## config.mk

```make
export PLATFORM = sky130hd
export DESIGN_NAME = bcd_serial_accumulator
export DESIGN_NICKNAME = d
export VERILOG_FILES = /design/src/rtl/bcd_pkg.sv /design/src/rtl/bcd_digit_add.sv /design/src/rtl/bcd_serial_accumulator.sv
export SDC_FILE = /design/constraint.sdc
export NUM_CORES = 1
export LEC_CHECK = 0
export BUFFER_PORTS_ARGS = -buffer_cell sky130_fd_sc_hd__buf_4
export CORE_AREA = 2 2 91 137
export CTS_CLUSTER_DIAMETER = 150
export DETAILED_ROUTE_END_ITERATION = 16
export DIE_AREA = 0 0 93 139
export GPL_ROUTABILITY_DRIVEN = 0
export SLEW_MARGIN = 30
export SYNTH_ARGS = -nofsm -noshare
export SYNTH_HDL_FRONTEND = slang
export SYNTH_SLANG_ARGS = --single-unit
```

## constraint.sdc

```tcl
create_clock -name clock -period 3.3 [get_ports clock]
set_input_delay 0.165 -clock clock [delete_from_list [all_inputs] [get_ports clock]]
set_output_delay 0.165 -clock clock [all_outputs]
set_load 0.1 [all_outputs]
```

## src/rtl/bcd_pkg.sv

```systemverilog
// Shared definitions for the BCD serial accumulator.
//   state_t    : controller states (IDLE, ADD, COMMIT)
//   BCD_MAX    : largest valid BCD digit
//   BCD_CORR   : decimal correction added when a digit sum exceeds BCD_MAX
//   SEG_BLANK  : all segments off (active-low)
//   SEG_ONE    : the numeral "1" (segments b and c lit)
//   seg_decode : 4-bit value to active-low {g,f,e,d,c,b,a}; values above 9 blank
package bcd_pkg;

  typedef enum logic [1:0] {IDLE, ADD, COMMIT} state_t;

  localparam logic [3:0] BCD_MAX   = 4'd9;
  localparam logic [3:0] BCD_CORR  = 4'd6;
  localparam logic [6:0] SEG_BLANK = 7'h7F;
  localparam logic [6:0] SEG_ONE   = 7'h79;

  function automatic logic [6:0] seg_decode(input logic [3:0] v);
    logic [6:0] pat;
    case (v)
      4'd0:    pat = 7'h40;
      4'd1:    pat = 7'h79;
      4'd2:    pat = 7'h24;
      4'd3:    pat = 7'h30;
      4'd4:    pat = 7'h19;
      4'd5:    pat = 7'h12;
      4'd6:    pat = 7'h02;
      4'd7:    pat = 7'h78;
      4'd8:    pat = 7'h00;
      4'd9:    pat = 7'h10;
      default: pat = SEG_BLANK;
    endcase
    return pat;
  endfunction

endpackage

```

## src/rtl/bcd_digit_add.sv

```systemverilog
// Single BCD digit adder with +6 decimal correction (combinational).
//   x, y : operand digits
//   ci   : carry in
//   s    : corrected sum digit
//   co   : decimal carry out
//   bad  : an operand digit is above 9
module bcd_digit_add (
  input  logic [3:0] x,
  input  logic [3:0] y,
  input  logic       ci,
  output logic [3:0] s,
  output logic       co,
  output logic       bad
);
  import bcd_pkg::*;

  logic [4:0] raw;

  always_comb begin
    raw = {1'b0, x} + {1'b0, y} + {4'b0, ci};
    if (raw > {1'b0, BCD_MAX}) begin
      s  = raw[3:0] + BCD_CORR;
      co = 1'b1;
    end else begin
      s  = raw[3:0];
      co = 1'b0;
    end
    bad = (x > BCD_MAX) || (y > BCD_MAX);
  end

endmodule

```

## src/rtl/bcd_serial_accumulator.sv

```systemverilog
// Multi-digit BCD adder/accumulator, one digit per clock, LSD first.
// Result is held in a display register driving one 7-segment per digit
// plus a carry digit.
//   clock, reset : rising-edge clock, asynchronous active-low reset
//   start, load  : begin operation / copy a into acc (IDLE only; start wins)
//   mode         : 0 = a + b + cin, 1 = acc + a + cin
//   sub          : subtract request (only with BCD_SUB_EN defined)
//   a, b, cin    : operands, digit 0 in bits [3:0]
//   busy, done   : in progress / one-cycle commit pulse
//   acc, cout    : committed result and top-digit carry
//   err          : sticky, an operand digit was above 9
//   seg, seg_c   : active-low segments per digit, carry digit ("1" or blank)
// Optional feature macro: BCD_SUB_EN (9's-complement subtraction).
module bcd_serial_accumulator #(
  parameter int unsigned DIGITS = 4
) (
  input  logic                clock,
  input  logic                reset,
  input  logic                start,
  input  logic                load,
  input  logic                mode,
  input  logic                sub,
  input  logic [4*DIGITS-1:0] a,
  input  logic [4*DIGITS-1:0] b,
  input  logic                cin,
  output logic                busy,
  output logic                done,
  output logic [4*DIGITS-1:0] acc,
  output logic                cout,
  output logic                err,
  output logic [7*DIGITS-1:0] seg,
  output logic [6:0]          seg_c
);
  import bcd_pkg::*;

  localparam int unsigned W  = 4 * DIGITS;
  localparam int unsigned IW = (DIGITS > 1) ? $clog2(DIGITS) : 1;

  state_t          state_q, state_d;
  logic [IW-1:0]   idx_q;
  logic [W-1:0]    x_q, y_q, work_q, acc_q;
  logic            carry_q, cout_q, err_q, done_q;
  logic [W-1:0]    x_sel, y_sel;
  logic            ci_sel;
  logic [3:0]      dsum;
  logic            dco, dbad;
  logic            last;

`ifndef BCD_SUB_EN
  logic unused_sub;
  assign unused_sub = sub;
`endif

  // Operand selection happens once at start; the latched copies are then
  // shifted right so the adder always sees the current digit in bits [3:0].
  always_comb begin
    x_sel  = mode ? acc_q : a;
    y_sel  = mode ? a : b;
    ci_sel = cin;
`ifdef BCD_SUB_EN
    // 9 - d maps any digit above 9 to 10..15, so err still flags it.
    if (sub) begin
      for (int unsigned i = 0; i < DIGITS; i++)
        y_sel[4*i +: 4] = BCD_MAX - y_sel[4*i +: 4];
      ci_sel = 1'b1;
    end
`endif
  end

  bcd_digit_add u_digit (
    .x   (x_q[3:0]),
    .y   (y_q[3:0]),
    .ci  (carry_q),
    .s   (dsum),
    .co  (dco),
    .bad (dbad)
  );

  assign last = (idx_q == IW'(DIGITS - 1));

  always_comb begin
    state_d = state_q;
    case (state_q)
      IDLE:    if (start) state_d = ADD;
      ADD:     if (last)  state_d = COMMIT;
      COMMIT:  state_d = IDLE;
      default: state_d = IDLE;
    endcase
  end

  always_ff @(posedge clock or negedge reset) begin
    if (!reset) begin
      state_q <= IDLE;
      idx_q   <= '0;
      x_q     <= '0;
      y_q     <= '0;
      work_q  <= '0;
      acc_q   <= '0;
      carry_q <= 1'b0;
      cout_q  <= 1'b0;
      err_q   <= 1'b0;
      done_q  <= 1'b0;
    end else begin
      state_q <= state_d;
      done_q  <= 1'b0;
      case (state_q)
        IDLE: begin
          if (start) begin
            x_q     <= x_sel;
            y_q     <= y_sel;
            carry_q <= ci_sel;
            err_q   <= 1'b0;
            idx_q   <= '0;
          end else if (load) begin
            acc_q  <= a;
            cout_q <= 1'b0;
            err_q  <= 1'b0;
          end
        end
        ADD: begin
          // New digit enters at the top; after DIGITS shifts digit 0 is at [3:0].
          work_q  <= W'({dsum, work_q} >> 4);
          x_q     <= x_q >> 4;
          y_q     <= y_q >> 4;
          carry_q <= dco;
          err_q   <= err_q | dbad;
          idx_q   <= idx_q + 1'b1;
        end
        COMMIT: begin
          acc_q  <= work_q;
          cout_q <= carry_q;
          done_q <= 1'b1;
        end
        default: ;
      endcase
    end
  end

  always_comb begin
    seg = '0;
    for (int unsigned i = 0; i < DIGITS; i++)
      seg[7*i +: 7] = seg_decode(acc_q[4*i +: 4]);
  end

  assign seg_c = cout_q ? SEG_ONE : SEG_BLANK;
  assign busy  = (state_q == ADD) || (state_q == COMMIT);
  assign done  = done_q;
  assign acc   = acc_q;
  assign cout  = cout_q;
  assign err   = err_q;

endmodule

```

==> out/metrics.cfg, run 1 <==
[timing]
final_max_slew_viol_count=0
rsz0062_at_grt=no
slew_headroom=0.549
finalCriticalPeriod_ns=2.63
hold_violations=0
worst_pin_slew_ns=0.677
period_share=0.797
max_freq_mhz=380
setup_tns_ns=0
setup_viol=0
finClkSkew_ns=0.00621

[cells_and_area]
num-nets-final=653
diodes=0
drive_above_1_share=0.221
fill_cells=1159
areaGrowthSynthToFinish_pct=20.7

[synthesis]
synth_compound_area_frac=0.176
synth.most_common_cell=nand2_1
synthTopCellsByArea=dfrtp_1 39%, mux2i_1 10%, ha_1 7.6%
yosys.area.top_type=dfrtp_1
yosys_warnings=0
synthAdderAreaFrac=0.0852
synth_cells=516
ys_ff_latch=72
async_flop_share=1.00
synthDistinctLibCells=46
ys_seq_area_frac=0.393
synth-xor-area-share=0.00191
avgSynthCellArea_um2=8.88
synth_edf_count=0
netlist_area_um2=4580
netlist_top_cells_count=79 x nand2_1, 72 x dfrtp_1, 61 x o21ai_0, 48 x mux2i_1
synth_mux_area_frac=0.137
yosys_most_used_dff=dfrtp_1
synth_top_area_frac=0.393
synthSimpleGateAreaFrac=0.135
synth_top_family_by_area=compound AO/OA/AOI/OAI gates

[clocking]
cts_htree_levels=3
clk_pin_slew_worst_paths_ns=0.05
cts_setup_buffers=0
cts_hold_buf=0
numCtsBuffers=9
cts.sinks=72
cts_resized=0
cts_tree=built
clock_latency_ns=0.33
ctsRootBufferMaster=clkbuf_16
cts_buffer_depth=2

[setup_path]
endpoint_kind=register
cp.required_ns=3.50
cp_max_fo=5
crit_arrival_ns=2.83
crit_type=register to register
critPathLaunchType=register

[global_routing]
grt_pass1_vias=3674
grt_overflow_total=0
grt_pass1_wl_mm=18.3
grt_start_max_net_pins=73
grt_usage=0.179
antenna_found_initial=0

[die]
die_h_um=139
start_util=0.389
ios=94
rows=49
coreArea_um2=11800
dieArea_um2=12900
fp.dieW_um=93

[routing]
routed_wl_mm=11.2
drtIter0Drc=230
vias=3779
drtPass1Iterations=4
ant_nets=0
detail_route.vias_per_cell=5.09
drcViolationCount=0
wl_per_cell_um=15.1

[min_path]
hold_path_class=input pin to register

[placed_design]
hpwl_mm=8.17
io_buffers=87

[outcome]
status=finished clean

[job]
drv_cap=0

-- logic make-up after synthesis --
logic type / count (synthesis)
other cells: 1
fa+ha+maj: 30
mux: 61
buf+inv: 62
compound gates: 141
simple gates: 148
xor+xnor: 1
flops: 72
-- cells in the final DEF (no fill, tap or decap), types with 2 or more instances in the layout --
| cell type | Yosys | final |
|---|---|---|
| a31oi_1 | 5 | 5 |
| o211ai_1 | 2 | 2 |
| o21ai_1 | 6 | 14 |
| o31ai_2 | 2 | 2 |
| mux2i_1 | 48 | 48 |
| nand4b_1 | 2 | 2 |
| nand3_1 | 4 | 4 |
| conb_1 | 1 | 5 |
| nand2_1 | 79 | 79 |
| o21ai_0 | 61 | 53 |
| clkinv_2 | 0 | 2 |
| or2_2 | 4 | 4 |
| o22ai_1 | 2 | 2 |
| nand3b_1 | 2 | 2 |
| dfrtp_1 | 72 | 72 |
| clkbuf_16 | 0 | 9 |
| o31ai_1 | 6 | 6 |
| inv_1 | 22 | 22 |
| buf_4 | 14 | 91 |
| clkbuf_1 | 9 | 3 |
| a21oi_1 | 46 | 46 |
| nor2b_1 | 2 | 2 |
| mux2_2 | 13 | 13 |
| nand2b_1 | 4 | 4 |
| nor2_1 | 46 | 46 |
| fa_1 | 2 | 2 |
| nor3_1 | 2 | 2 |
| ha_1 | 28 | 27 |
-- metal layers --
layer  global-route usage  wire (um)  vias up
met4               0.0774        281        0
met3               0.0266        390       19
met2                0.304       5740       78
li1                     -          -     1891
met5                    0          0        -
met1                0.223       4760     1791
-- flip-flops by register name (all words and copies together) (netlist names) --
register	flops
acc	16
work_q	16
x_q	16
y_q	16
idx_q	2
state_q	2
carry_q	1
cout	1
done	1
err	1
-- metrics by stage --
| step | util | cells | setup WS [ns] | hold slack, ns | area [um^2] |
|---|---|---|---|---|---|
| after floorplan | - | 520 | 0.00635 | -0.131 | 4600 |
| after global placement | 0.446 | 725 | 0.782 | 0.367 | 5250 |
| after detailed placement | 0.446 | 725 | 0.716 | 0.370 | 5250 |
| after CTS | 0.468 | 741 | 0.694 | 0.0118 | 5510 |
| after global routing | 0.469 | 742 | 0.530 | 0.133 | 5530 |
| final | 0.469 | 742 | 0.670 | 0.125 | 5530 |
-- cell type report --
class | instances | area (um^2) | area share
clock buffers | 13 | 250 | 0.0453
clock inverters | 3 | 17.5 | 0.00317
inverters | 22 | 82.6 | 0.0149
multi-input cells | 386 | 2480 | 0.448
flip-flops and latches | 72 | 1800 | 0.326
well taps | 153 | 191 | 0.0346
repair buffers | 93 | 704 | 0.127
-- final timing paths --
check,startpoint,end,slack [ns],cells after the start
worst max-delay path,carry_q,work_q[14],0.67,7
worst min-delay path,a[14],acc[14],0.12,3
worst max register to register,carry_q,work_q[14],0.67,7
worst min register to register,y_q[4],y_q[4],0.48,2
max in group asynchronous,reset,y_q[4],2.41,2
min in group asynchronous,reset,y_q[13],0.41,2
-- worst max-delay path, cell delays in order (launching register included) --
cell      delay, ns
dfrtp_1        0.45
fa_1           0.50
fa_1           0.43
xnor2_1        0.38
ha_1           0.30
nand4b_1       0.18
and2_1         0.16
o211ai_1       0.10
Power of run 1 is left out: the tool's default activity adds up to more than one toggle a clock period on the data nets, which glitch-free logic cannot reach.
==> run 2, diff against run 1 <==
clock period = 2.6 ns   (was 3.3 ns; I/O delays follow)
==> run 2 against run 1 <==
Net effect:
- count of clock-buffer cells in the layout is 1 lower
- critical path depth did not move
- critical endpoint is now work_q[13]
- core utilization up 1.4 points
- via count barely moved
- final area rose by 3.0%
- non-clock buffer count increased by 2
- sequential cell count unchanged
- global-route usage increased by 0.39 points
- worst setup slack worse by 0.54 ns
==> out/metrics.cfg, run 2 (same netlist as run 1, synthesis figures left out) <==
[timing]
setup_tns_ns=0  ; unchanged
worst_slack_ns=0.129  ; -0.541 ns
period_share=0.950  ; +0.153
worst_pin_slew_ns=0.786  ; +0.109 ns
final_max_slew_viol_count=0  ; unchanged
finClkSkew_ns=0.00652  ; +0.000305 ns
max_freq_mhz=405  ; +6.4%
setup_viol=0  ; unchanged
whs_ns=0.113  ; -0.0116 ns
rsz0062_at_grt=no
slew_headroom=0.472  ; -0.0769
finalCriticalPeriod_ns=2.47  ; -0.159 ns
hold_violations=0  ; unchanged

[clocking]
ctsRootBufferMaster=clkbuf_16
numCtsBuffers=9  ; unchanged
cts_buffer_depth=2  ; unchanged
clock_latency_ns=0.33  ; about the same
cts_setup_buffers=0  ; unchanged
cts_tree=built
clk_pin_slew_worst_paths_ns=0.06  ; about the same
cts.sinks=72  ; unchanged
cts_htree_levels=3  ; unchanged

[cells_and_area]
layout_common_cells=92 x buf_4, 79 x nand2_1, 72 x dfrtp_1
num-nets-final=655  ; +0.31%
drive_above_1_share=0.272  ; +0.0517
areaGrowthSynthToFinish_pct=24.3
diodes=0  ; unchanged
final_area_um2=5690  ; +3.0%
final_common_cell=buf_4

[global_routing]
grt_overflow_total=0  ; unchanged
antenna_found_initial=0  ; unchanged
grt_pass1_wl_mm=18.8  ; +2.6%
grt_usage=0.183  ; +0.00388
grt_start_max_net_pins=73  ; unchanged
grt_pass1_vias=3822  ; +4.0%

[setup_path]
crit_type=register to register
endpoint=work_q[13]
cp-startpoint=carry_q
cp.required_ns=2.84  ; -0.66 ns
crit_arrival_ns=2.71  ; -0.12 ns
rrSetupSlack_ns=0.13  ; -0.54 ns
timing.rr.start=carry_q
endpoint_kind=register
critPathLaunchType=register
regToRegEndpoint=work_q[13]
r2r_cells=7  ; unchanged
cp_max_fo=5  ; unchanged

[routing]
vias=3782  ; +0.079%
routed_wl_mm=11.2  ; +0.30%
wl_per_cell_um=15.1  ; about the same
drtIter0Drc=196  ; -15%
detail_route.vias_per_cell=5.08  ; -0.19%
drtPass1Iterations=4  ; unchanged
drcViolationCount=0  ; unchanged
ant_nets=0  ; unchanged

[placed_design]
post_dp_cell_area_um2=5390  ; +2.7%
hpwl_mm=8.40  ; +2.8%
pre_cts_slack_ns=0.0228  ; -0.693 ns
io_buffers=87  ; unchanged

[min_path]
hold_path_class=input pin to register

[die]
fp.dieW_um=93  ; unchanged
die_h_um=139  ; unchanged
start_util=0.389  ; unchanged
coreArea_um2=11800  ; unchanged
ios=94  ; unchanged
rows=49  ; unchanged
dieArea_um2=12900  ; unchanged

[outcome]
status=finished clean

[job]
drv_cap=0  ; unchanged

==> run 2: final cells by class <==
cell class	instances	area, um^2
timing repair buffer	95	732
inverter	22	82.6
clock inverter	4	45.0
clock buffer	12	236
sequential	72	1800
tap	153	191
fill	1159	6080
multi-input combinational	386	2600
==> run 2: critical path: stages (launching register included) <==
cell and delay, ns:
dfrtp_1 0.44, fa_2 0.44, fa_2 0.56, inv_1 0.07
ha_1 0.23, a211o_1 0.27, and2_1 0.16, o211ai_1 0.19
==> run 2: metal layers <==
metal	track usage	vias up	share of wire
met5	0	-	0
met4	0.0542	0	0.016
met3	0.0255	14	0.031
met2	0.325	68	0.53
met1	0.227	1793	0.42
li1	-	1907	-
==> run 2: timing repair <==
item                                    in CTS  in global routing
gates resized for setup                      1                  2
hold endpoints to repair                    72                  0
pin swaps                                    0                  0
hold buffers                                 1                  0
endpoints found under the setup margin       1                  2
==> run 2: how the worst min path moves through the flow <==
stage	startpoint	end	slack, ns	depth (start not counted)
after global routing	start	state_q[0]	0.13	3
after detailed placement	reset	acc[13]	0.34	1
after CTS	a[1]	acc[1]	0.10	3
after global placement	reset	acc[13]	0.34	1
final	a[1]	acc[1]	0.11	3
after floorplan	reset	acc[0]	-0.17	0
==> run 2: through the flow <==
step / utilization / instances
after floorplan: - / 520
after detailed placement: 0.457 / 727
after CTS: 0.483 / 744
after global routing: 0.484 / 744
final: 0.484 / 744
after global placement: 0.457 / 727
Power of run 2 is left out for the same reason.
